<file path="src/rtl/mdu_pkg.sv">
// Shared definitions for the iterative multiply/divide unit: widths, op and state
// encodings, and operand sign helpers.
package mdu_pkg;

  localparam int unsigned XLEN       = 32;
  localparam int unsigned CNT_W      = 6;
  localparam int unsigned ITERATIONS = 32;

  typedef enum logic [1:0] {
    OP_MULT  = 2'b00,
    OP_MULTU = 2'b01,
    OP_DIV   = 2'b10,
    OP_DIVU  = 2'b11
  } op_e;

  typedef enum logic [1:0] {
    S_IDLE = 2'b00,
    S_CALC = 2'b01,
    S_FIX  = 2'b10
  } state_e;

  function automatic logic op_is_div(input op_e op);
    return op[1];
  endfunction

  function automatic logic op_is_signed(input op_e op);
    return ~op[0];
  endfunction

  // Magnitude of a two's complement value when treated as signed, raw value otherwise.
  function automatic logic [XLEN-1:0] magnitude(input logic [XLEN-1:0] x, input logic signed_op);
    return (signed_op && x[XLEN-1]) ? XLEN'(-x) : x;
  endfunction

endpackage

</file>
<file path="src/rtl/mdu_iterative_if.sv">
// Execute-stage connection of the multiply/divide unit: operands, MTHI/MTLO, status and HI/LO.
interface mdu_iterative_if;
  import mdu_pkg::*;

  logic            start;
  logic [1:0]      op;
  logic [XLEN-1:0] a;
  logic [XLEN-1:0] b;
  logic            flush;
  logic            wr_hi;
  logic            wr_lo;
  logic [XLEN-1:0] wdata;
  logic            busy;
  logic            done;
  logic            stall;
  logic [XLEN-1:0] hi;
  logic [XLEN-1:0] lo;

  modport master (
    output start, op, a, b, flush, wr_hi, wr_lo, wdata,
    input  busy, done, stall, hi, lo
  );

  modport slave (
    input  start, op, a, b, flush, wr_hi, wr_lo, wdata,
    output busy, done, stall, hi, lo
  );

endinterface

</file>
<file path="src/rtl/mdu_step.sv">
// One iteration of either shift-add multiply or restoring shift-subtract divide.
// acc is the high half (product high / partial remainder), quo the low half.
module mdu_step
  import mdu_pkg::*;
(
  input  logic            div_mode,
  input  logic [XLEN-1:0] acc,
  input  logic [XLEN-1:0] quo,
  input  logic [XLEN-1:0] opnd,
  output logic [XLEN-1:0] acc_next,
  output logic [XLEN-1:0] quo_next
);

  logic [XLEN:0] sum;
  logic [XLEN:0] shifted;
  logic          fits;

  always_comb begin
    sum      = {1'b0, acc} + (quo[0] ? {1'b0, opnd} : '0);
    shifted  = {acc, quo[XLEN-1]};
    fits     = (shifted >= {1'b0, opnd});
    acc_next = sum[XLEN:1];
    quo_next = {sum[0], quo[XLEN-1:1]};
    // Remainder stays below the divisor, so the upper bit of the difference is always zero.
    if (div_mode) begin
      acc_next = fits ? XLEN'(shifted - {1'b0, opnd}) : shifted[XLEN-1:0];
      quo_next = {quo[XLEN-2:0], fits};
    end
  end

endmodule

</file>
<file path="src/rtl/mdu_iterative.sv">
// Iterative MULT/MULTU/DIV/DIVU unit with architectural HI/LO; fixed 33-cycle latency
// from acceptance to the done pulse, stalling the front of the pipe meanwhile.
module mdu_iterative
  import mdu_pkg::*;
(
  input logic               clk,
  input logic               reset,
  mdu_iterative_if.slave    bus
);

  state_e           state;
  op_e              op_q;
  logic [CNT_W-1:0] count;
  logic [XLEN-1:0]  acc;
  logic [XLEN-1:0]  quo;
  logic [XLEN-1:0]  opnd;
  logic             sign_q;
  logic             sign_r;
  logic [XLEN-1:0]  hi_q;
  logic [XLEN-1:0]  lo_q;
  logic             done_q;

  logic [XLEN-1:0]   acc_next;
  logic [XLEN-1:0]   quo_next;
  logic [2*XLEN-1:0] product_fix;
  logic [XLEN-1:0]   quo_fix;
  logic [XLEN-1:0]   rem_fix;
  logic              accept_signed;
  logic              accept_div;

  mdu_step u_step (
    .div_mode (op_is_div(op_q)),
    .acc      (acc),
    .quo      (quo),
    .opnd     (opnd),
    .acc_next (acc_next),
    .quo_next (quo_next)
  );

  // Sign correction; a zero divisor forces an all-ones quotient and returns the dividend as remainder.
  always_comb begin
    product_fix   = sign_q ? -{acc, quo} : {acc, quo};
    quo_fix       = sign_q ? -quo : quo;
    rem_fix       = sign_r ? -acc : acc;
    if (opnd == '0) quo_fix = '1;
    accept_signed = op_is_signed(op_e'(bus.op));
    accept_div    = op_is_div(op_e'(bus.op));
  end

  always_ff @(posedge clk or posedge reset) begin
    if (reset) begin
      state  <= S_IDLE;
      op_q   <= OP_MULT;
      count  <= '0;
      acc    <= '0;
      quo    <= '0;
      opnd   <= '0;
      sign_q <= 1'b0;
      sign_r <= 1'b0;
      hi_q   <= '0;
      lo_q   <= '0;
      done_q <= 1'b0;
    end else begin
      done_q <= 1'b0;
      case (state)
        S_IDLE: begin
          if (bus.wr_hi && !done_q) hi_q <= bus.wdata;
          if (bus.wr_lo && !done_q) lo_q <= bus.wdata;
          if (bus.start && !done_q && !bus.flush) begin
            state  <= S_CALC;
            op_q   <= op_e'(bus.op);
            count  <= '0;
            acc    <= '0;
            quo    <= magnitude(accept_div ? bus.a : bus.b, accept_signed);
            opnd   <= magnitude(accept_div ? bus.b : bus.a, accept_signed);
            sign_q <= accept_signed & (bus.a[XLEN-1] ^ bus.b[XLEN-1]);
            sign_r <= accept_signed & bus.a[XLEN-1];
          end
        end
        S_CALC: begin
          if (bus.flush) begin
            state <= S_IDLE;
            count <= '0;
          end else begin
            acc <= acc_next;
            quo <= quo_next;
            if (count == CNT_W'(ITERATIONS - 1)) begin
              state <= S_FIX;
              count <= '0;
            end else begin
              count <= count + CNT_W'(1);
            end
          end
        end
        S_FIX: begin
          state <= S_IDLE;
          count <= '0;
          if (!bus.flush) begin
            done_q <= 1'b1;
            if (op_is_div(op_q)) begin
              hi_q <= rem_fix;
              lo_q <= quo_fix;
            end else begin
              hi_q <= product_fix[2*XLEN-1:XLEN];
              lo_q <= product_fix[XLEN-1:0];
            end
          end
        end
        default: begin
          state <= S_IDLE;
          count <= '0;
        end
      endcase
    end
  end

  assign bus.busy  = (state != S_IDLE);
  assign bus.done  = done_q;
  assign bus.stall = (state != S_IDLE) | (bus.start & ~done_q);
  assign bus.hi    = hi_q;
  assign bus.lo    = lo_q;

endmodule

</file>
<file path="src/flat_wrapper.sv">
// flat-port wrapper written by rule: the top's interface ports become plain ports
module mdu_iterative_flat import mdu_pkg::*;
  (clk, reset, bus_start, bus_op, bus_a, bus_b, bus_flush, bus_wr_hi, bus_wr_lo, bus_wdata, bus_busy, bus_done, bus_stall, bus_hi, bus_lo);
  mdu_iterative_if bus_i ();
  input logic clk;
  input logic reset;
  input wire logic [$bits(bus_i.start)-1:0] bus_start;
  input wire logic [$bits(bus_i.op)-1:0] bus_op;
  input wire logic [$bits(bus_i.a)-1:0] bus_a;
  input wire logic [$bits(bus_i.b)-1:0] bus_b;
  input wire logic [$bits(bus_i.flush)-1:0] bus_flush;
  input wire logic [$bits(bus_i.wr_hi)-1:0] bus_wr_hi;
  input wire logic [$bits(bus_i.wr_lo)-1:0] bus_wr_lo;
  input wire logic [$bits(bus_i.wdata)-1:0] bus_wdata;
  output wire logic [$bits(bus_i.busy)-1:0] bus_busy;
  output wire logic [$bits(bus_i.done)-1:0] bus_done;
  output wire logic [$bits(bus_i.stall)-1:0] bus_stall;
  output wire logic [$bits(bus_i.hi)-1:0] bus_hi;
  output wire logic [$bits(bus_i.lo)-1:0] bus_lo;
  assign bus_i.start = bus_start;
  assign bus_i.op = bus_op;
  assign bus_i.a = bus_a;
  assign bus_i.b = bus_b;
  assign bus_i.flush = bus_flush;
  assign bus_i.wr_hi = bus_wr_hi;
  assign bus_i.wr_lo = bus_wr_lo;
  assign bus_i.wdata = bus_wdata;
  assign bus_busy = bus_i.busy;
  assign bus_done = bus_i.done;
  assign bus_stall = bus_i.stall;
  assign bus_hi = bus_i.hi;
  assign bus_lo = bus_i.lo;
  mdu_iterative u_core (.clk(clk), .reset(reset), .bus(bus_i));
endmodule
</file>
<file path="config.mk">
export PLATFORM = sky130hd
export DESIGN_NAME = mdu_iterative_flat
export DESIGN_NICKNAME = d
export VERILOG_FILES = /design/src/rtl/mdu_pkg.sv /design/src/rtl/mdu_iterative_if.sv /design/src/rtl/mdu_step.sv /design/src/rtl/mdu_iterative.sv /design/src/flat_wrapper.sv
export SDC_FILE = /design/constraint.sdc
export NUM_CORES = 1
export LEC_CHECK = 0
export CAP_MARGIN = 10
export CORE_ASPECT_RATIO = 1.2
export CORE_UTILIZATION = 53
export CTS_CLUSTER_SIZE = 8
export DETAILED_ROUTE_END_ITERATION = 16
export PLACE_DENSITY = 0.78
export SYNTH_ARGS = -nofsm -noshare
export SYNTH_HDL_FRONTEND = slang
export SYNTH_HIERARCHICAL = 1
export SYNTH_SLANG_ARGS = --single-unit
</file>
<file path="constraint.sdc">
create_clock -name clk -period 5.3 [get_ports clk]
set_input_delay 1.06 -clock clk [delete_from_list [all_inputs] [get_ports clk]]
set_output_delay 1.06 -clock clk [all_outputs]
set_load 0.005 [all_outputs]
</file>
==> results.sh <==
export IMPL_ys_seq_elements=172
export IMPL_fin_crit_sh=0.7505
export IMPL_rows=70
export IMPL_clockBufferDepth=2
export IMPL_grt_max_degree=92
export IMPL_dpl_cell_count=2568
export IMPL_yosysTopAreaCellShare=0.2637
export IMPL_setup_tns_final_ns=0
export IMPL_setup_ws_ns=1.322
export IMPL_num_vias=16630
export IMPL_tritoncts="done"
export IMPL_grt_pass1_vias=16030
export IMPL_synth_ff_type="dfrtp_1"
export IMPL_power_total_mw=8.857
export IMPL_skew_ns=0.01698
export IMPL_worst_pin_slew_ns=1.077
export IMPL_finalInstanceArea_um2=18770
export IMPL_hp_class="reg -> reg"
export IMPL_ys_seq_area_frac=0.2637
export IMPL_syn_inst=2104
export IMPL_synth_top_cell_by_area="dfrtp_1"
export IMPL_clk_latency_ns=0.44
export IMPL_drcViolationCount=0
export IMPL_period_needed_ns=3.978
export IMPL_async_flop_share=1.000
export IMPL_syn_area_per_cell_um2=7.756
export IMPL_die_y_um=194.2
export IMPL_start_util=0.5370
export IMPL_drv_cap=0
export IMPL_grtUsageTotal=0.3583
export IMPL_synth_most_common_cell="nand2_1"
export IMPL_drt_iter0_markers=1683
export IMPL_cts_repair_timing_setup_buffer_count=0
export IMPL_cts_root_buffer="clkbuf_16"
export IMPL_end_kind="flip-flop"
export IMPL_rsz0062_at_grt="no"
export IMPL_dieArea_um2=31500
export IMPL_ys_types=98
export IMPL_cp_max_fo=20
export IMPL_pre_cts_slack_ns=1.110
export IMPL_die_width_um=162.2
export IMPL_path_clk_slew_ns=0.08
export IMPL_cts_buffers=17
export IMPL_powerDensity_nw_per_um2=471.8
export IMPL_required_ns=5.68
export IMPL_wl_um=56610
export IMPL_area_growth_pct=15.03
export IMPL_ir_drop_uv=248.4
export IMPL_nets=2366
export IMPL_hpwlAfterDp_um=43700
export IMPL_slew_violations=0
export IMPL_synth_common_cells="nand2_1 (242), o21ai_0 (185), a21oi_1 (182)"
export IMPL_diodes=0
export IMPL_overflow=0
export IMPL_instances_no_fill=2600
export IMPL_cts_resized=0
export IMPL_crit_type="reg -> reg"
export IMPL_hold_viol=0
export IMPL_yosysWarnings=6
export IMPL_clock_fmax_mhz=251.4
export IMPL_h_tree_depth=4
export IMPL_syn_nets=2279
export IMPL_syn_area_um2=16320
export IMPL_slew_headroom=0.2793
export IMPL_setup_viol=0
export IMPL_wl_per_cell_um=21.77
export IMPL_antenna_found_initial=0
export IMPL_synth_edf_count=0
export IMPL_worst_setup_path_start_kind="flip-flop"
export IMPL_status="complete, no violations"
export IMPL_drive_above_1_share=0.06715
export IMPL_viasPerCell=6.397
export IMPL_arrival_ns=4.36
export IMPL_placed_cell_area_um2=18180
export IMPL_clock_sinks=172
export IMPL_core_area_um2=30390
export IMPL_drtPass1Iterations=6
export IMPL_io_pins=171
export IMPL_io_buffers=170
export IMPL_antenna_left=0
export IMPL_p_leak_nw=8.001
export IMPL_place_congestion=1.083
export IMPL_cts_hold_buffers_added=0
export IMPL_synthTopCellsByArea="dfrtp_1 (26%), xnor2_1 (5.8%), o21ai_0 (5.7%)"
export IMPL_grt_pass1_wl_um=88310
cells in the final DEF, fill, tap and decap left out, drive strengths merged, types with 63 or more instances in the layout:
cell type / Yosys / final
mux2i: 79 / 79
nand3: 63 / 63
o21ai: 199 / 199
ha: 69 / 69
nor2: 153 / 153
inv: 60 / 66
clkdlybuf4s50: 0 / 169
xnor2: 108 / 108
dfrtp: 172 / 172
nand2: 242 / 242
nor3: 81 / 81
a21oi: 185 / 185
worst max-delay path, stage by stage (launching register included):
cell and delay (ns):
dfrtp_1 0.86, and2_1 0.24, ha_1 0.29, a21o_1 0.24, a2111oi_0 0.53, a211o_1 0.23, nor3_1 0.07, o31a_1 0.33
o2111ai_1 0.27, mux2i_1 0.22, a21oi_1 0.09, a211oi_1 0.32, nand3_1 0.11, nand2_1 0.10
worst paths after layout:
check                                               from                             to  slack, ns  cells after the start
max                            u_core/quo[0]$_DFFE_PP0P_     u_core/acc[30]$_DFFE_PP0P_       1.32                     13
max in group asynchronous                          reset      u_core/acc[0]$_DFFE_PP0P_       3.10                      3
max reg2reg                    u_core/quo[0]$_DFFE_PP0P_     u_core/acc[30]$_DFFE_PP0P_       1.32                     13
min in group asynchronous                          reset  u_core/bus.hi[28]$_DFFE_PP0P_       1.14                      2
min reg2reg                u_core/bus.lo[25]$_DFFE_PP0P_  u_core/bus.lo[25]$_DFFE_PP0P_       0.48                      2
min                        u_core/bus.lo[25]$_DFFE_PP0P_  u_core/bus.lo[25]$_DFFE_PP0P_       0.48                      2
where the power goes:
part	switching (mW)	internal, mW
Sequential	0.753	1.67
Combinational	2.96	2.20
Clock	0.639	0.636
Total	4.35	4.51
kinds of logic (layout without fill, tap and decap cells):
| logic type | after synthesis | count (layout) | share of synthesized area |
|---|---|---|---|
| DFF | 172 | 172 | 0.2637 |
| buffers and inverters | 183 | 283 | 0.04685 |
| adders and majority gates | 71 | 71 | 0.05536 |
| AOI/OAI and AO/OA | 632 | 632 | 0.2391 |
| and+or+nand+nor | 762 | 762 | 0.2302 |
| xor gates and xnor gates | 170 | 170 | 0.09124 |
| muxes | 114 | 114 | 0.07360 |
metrics by stage:
stage	hold WS (ns)	util
after floorplan	0.4676	-
after global placement	0.4646	0.5981
after detailed placement	0.4738	0.5981
after CTS	0.4917	0.6177
after global routing	0.5122	0.6177
final	0.4829	0.6177
state kept, by name (all words and copies together), names as in the netlist, 2 cells and up:
name,flops
u_core/quo,32
u_core/count,6
u_core/opnd,32
u_core/bus.lo,32
u_core/bus.hi,32
u_core/acc,32
u_core/state,2
layer usage:
metal  global-route usage  vias to the layer above  wire length [um]
li1                     -                     7793                 -
met1               0.4438                     7908             22700
met2               0.6044                      767             27490
met3              0.04984                      164              3630
met4               0.1813                        0              2796
met5                    0                        -                 0
cell type report:
class / instances / area [um2]
Clock buffer: 17 / 425.4
Fill cell: 2748 / 11620
Inverter: 60 / 229.0
Multi-Input combinational cell: 1749 / 11280
Tap cell: 396 / 495.5
Clock inverter: 15 / 168.9
Timing Repair Buffer: 191 / 1869
Sequential cell: 172 / 4308
Power figures use the tool's default switching activity.
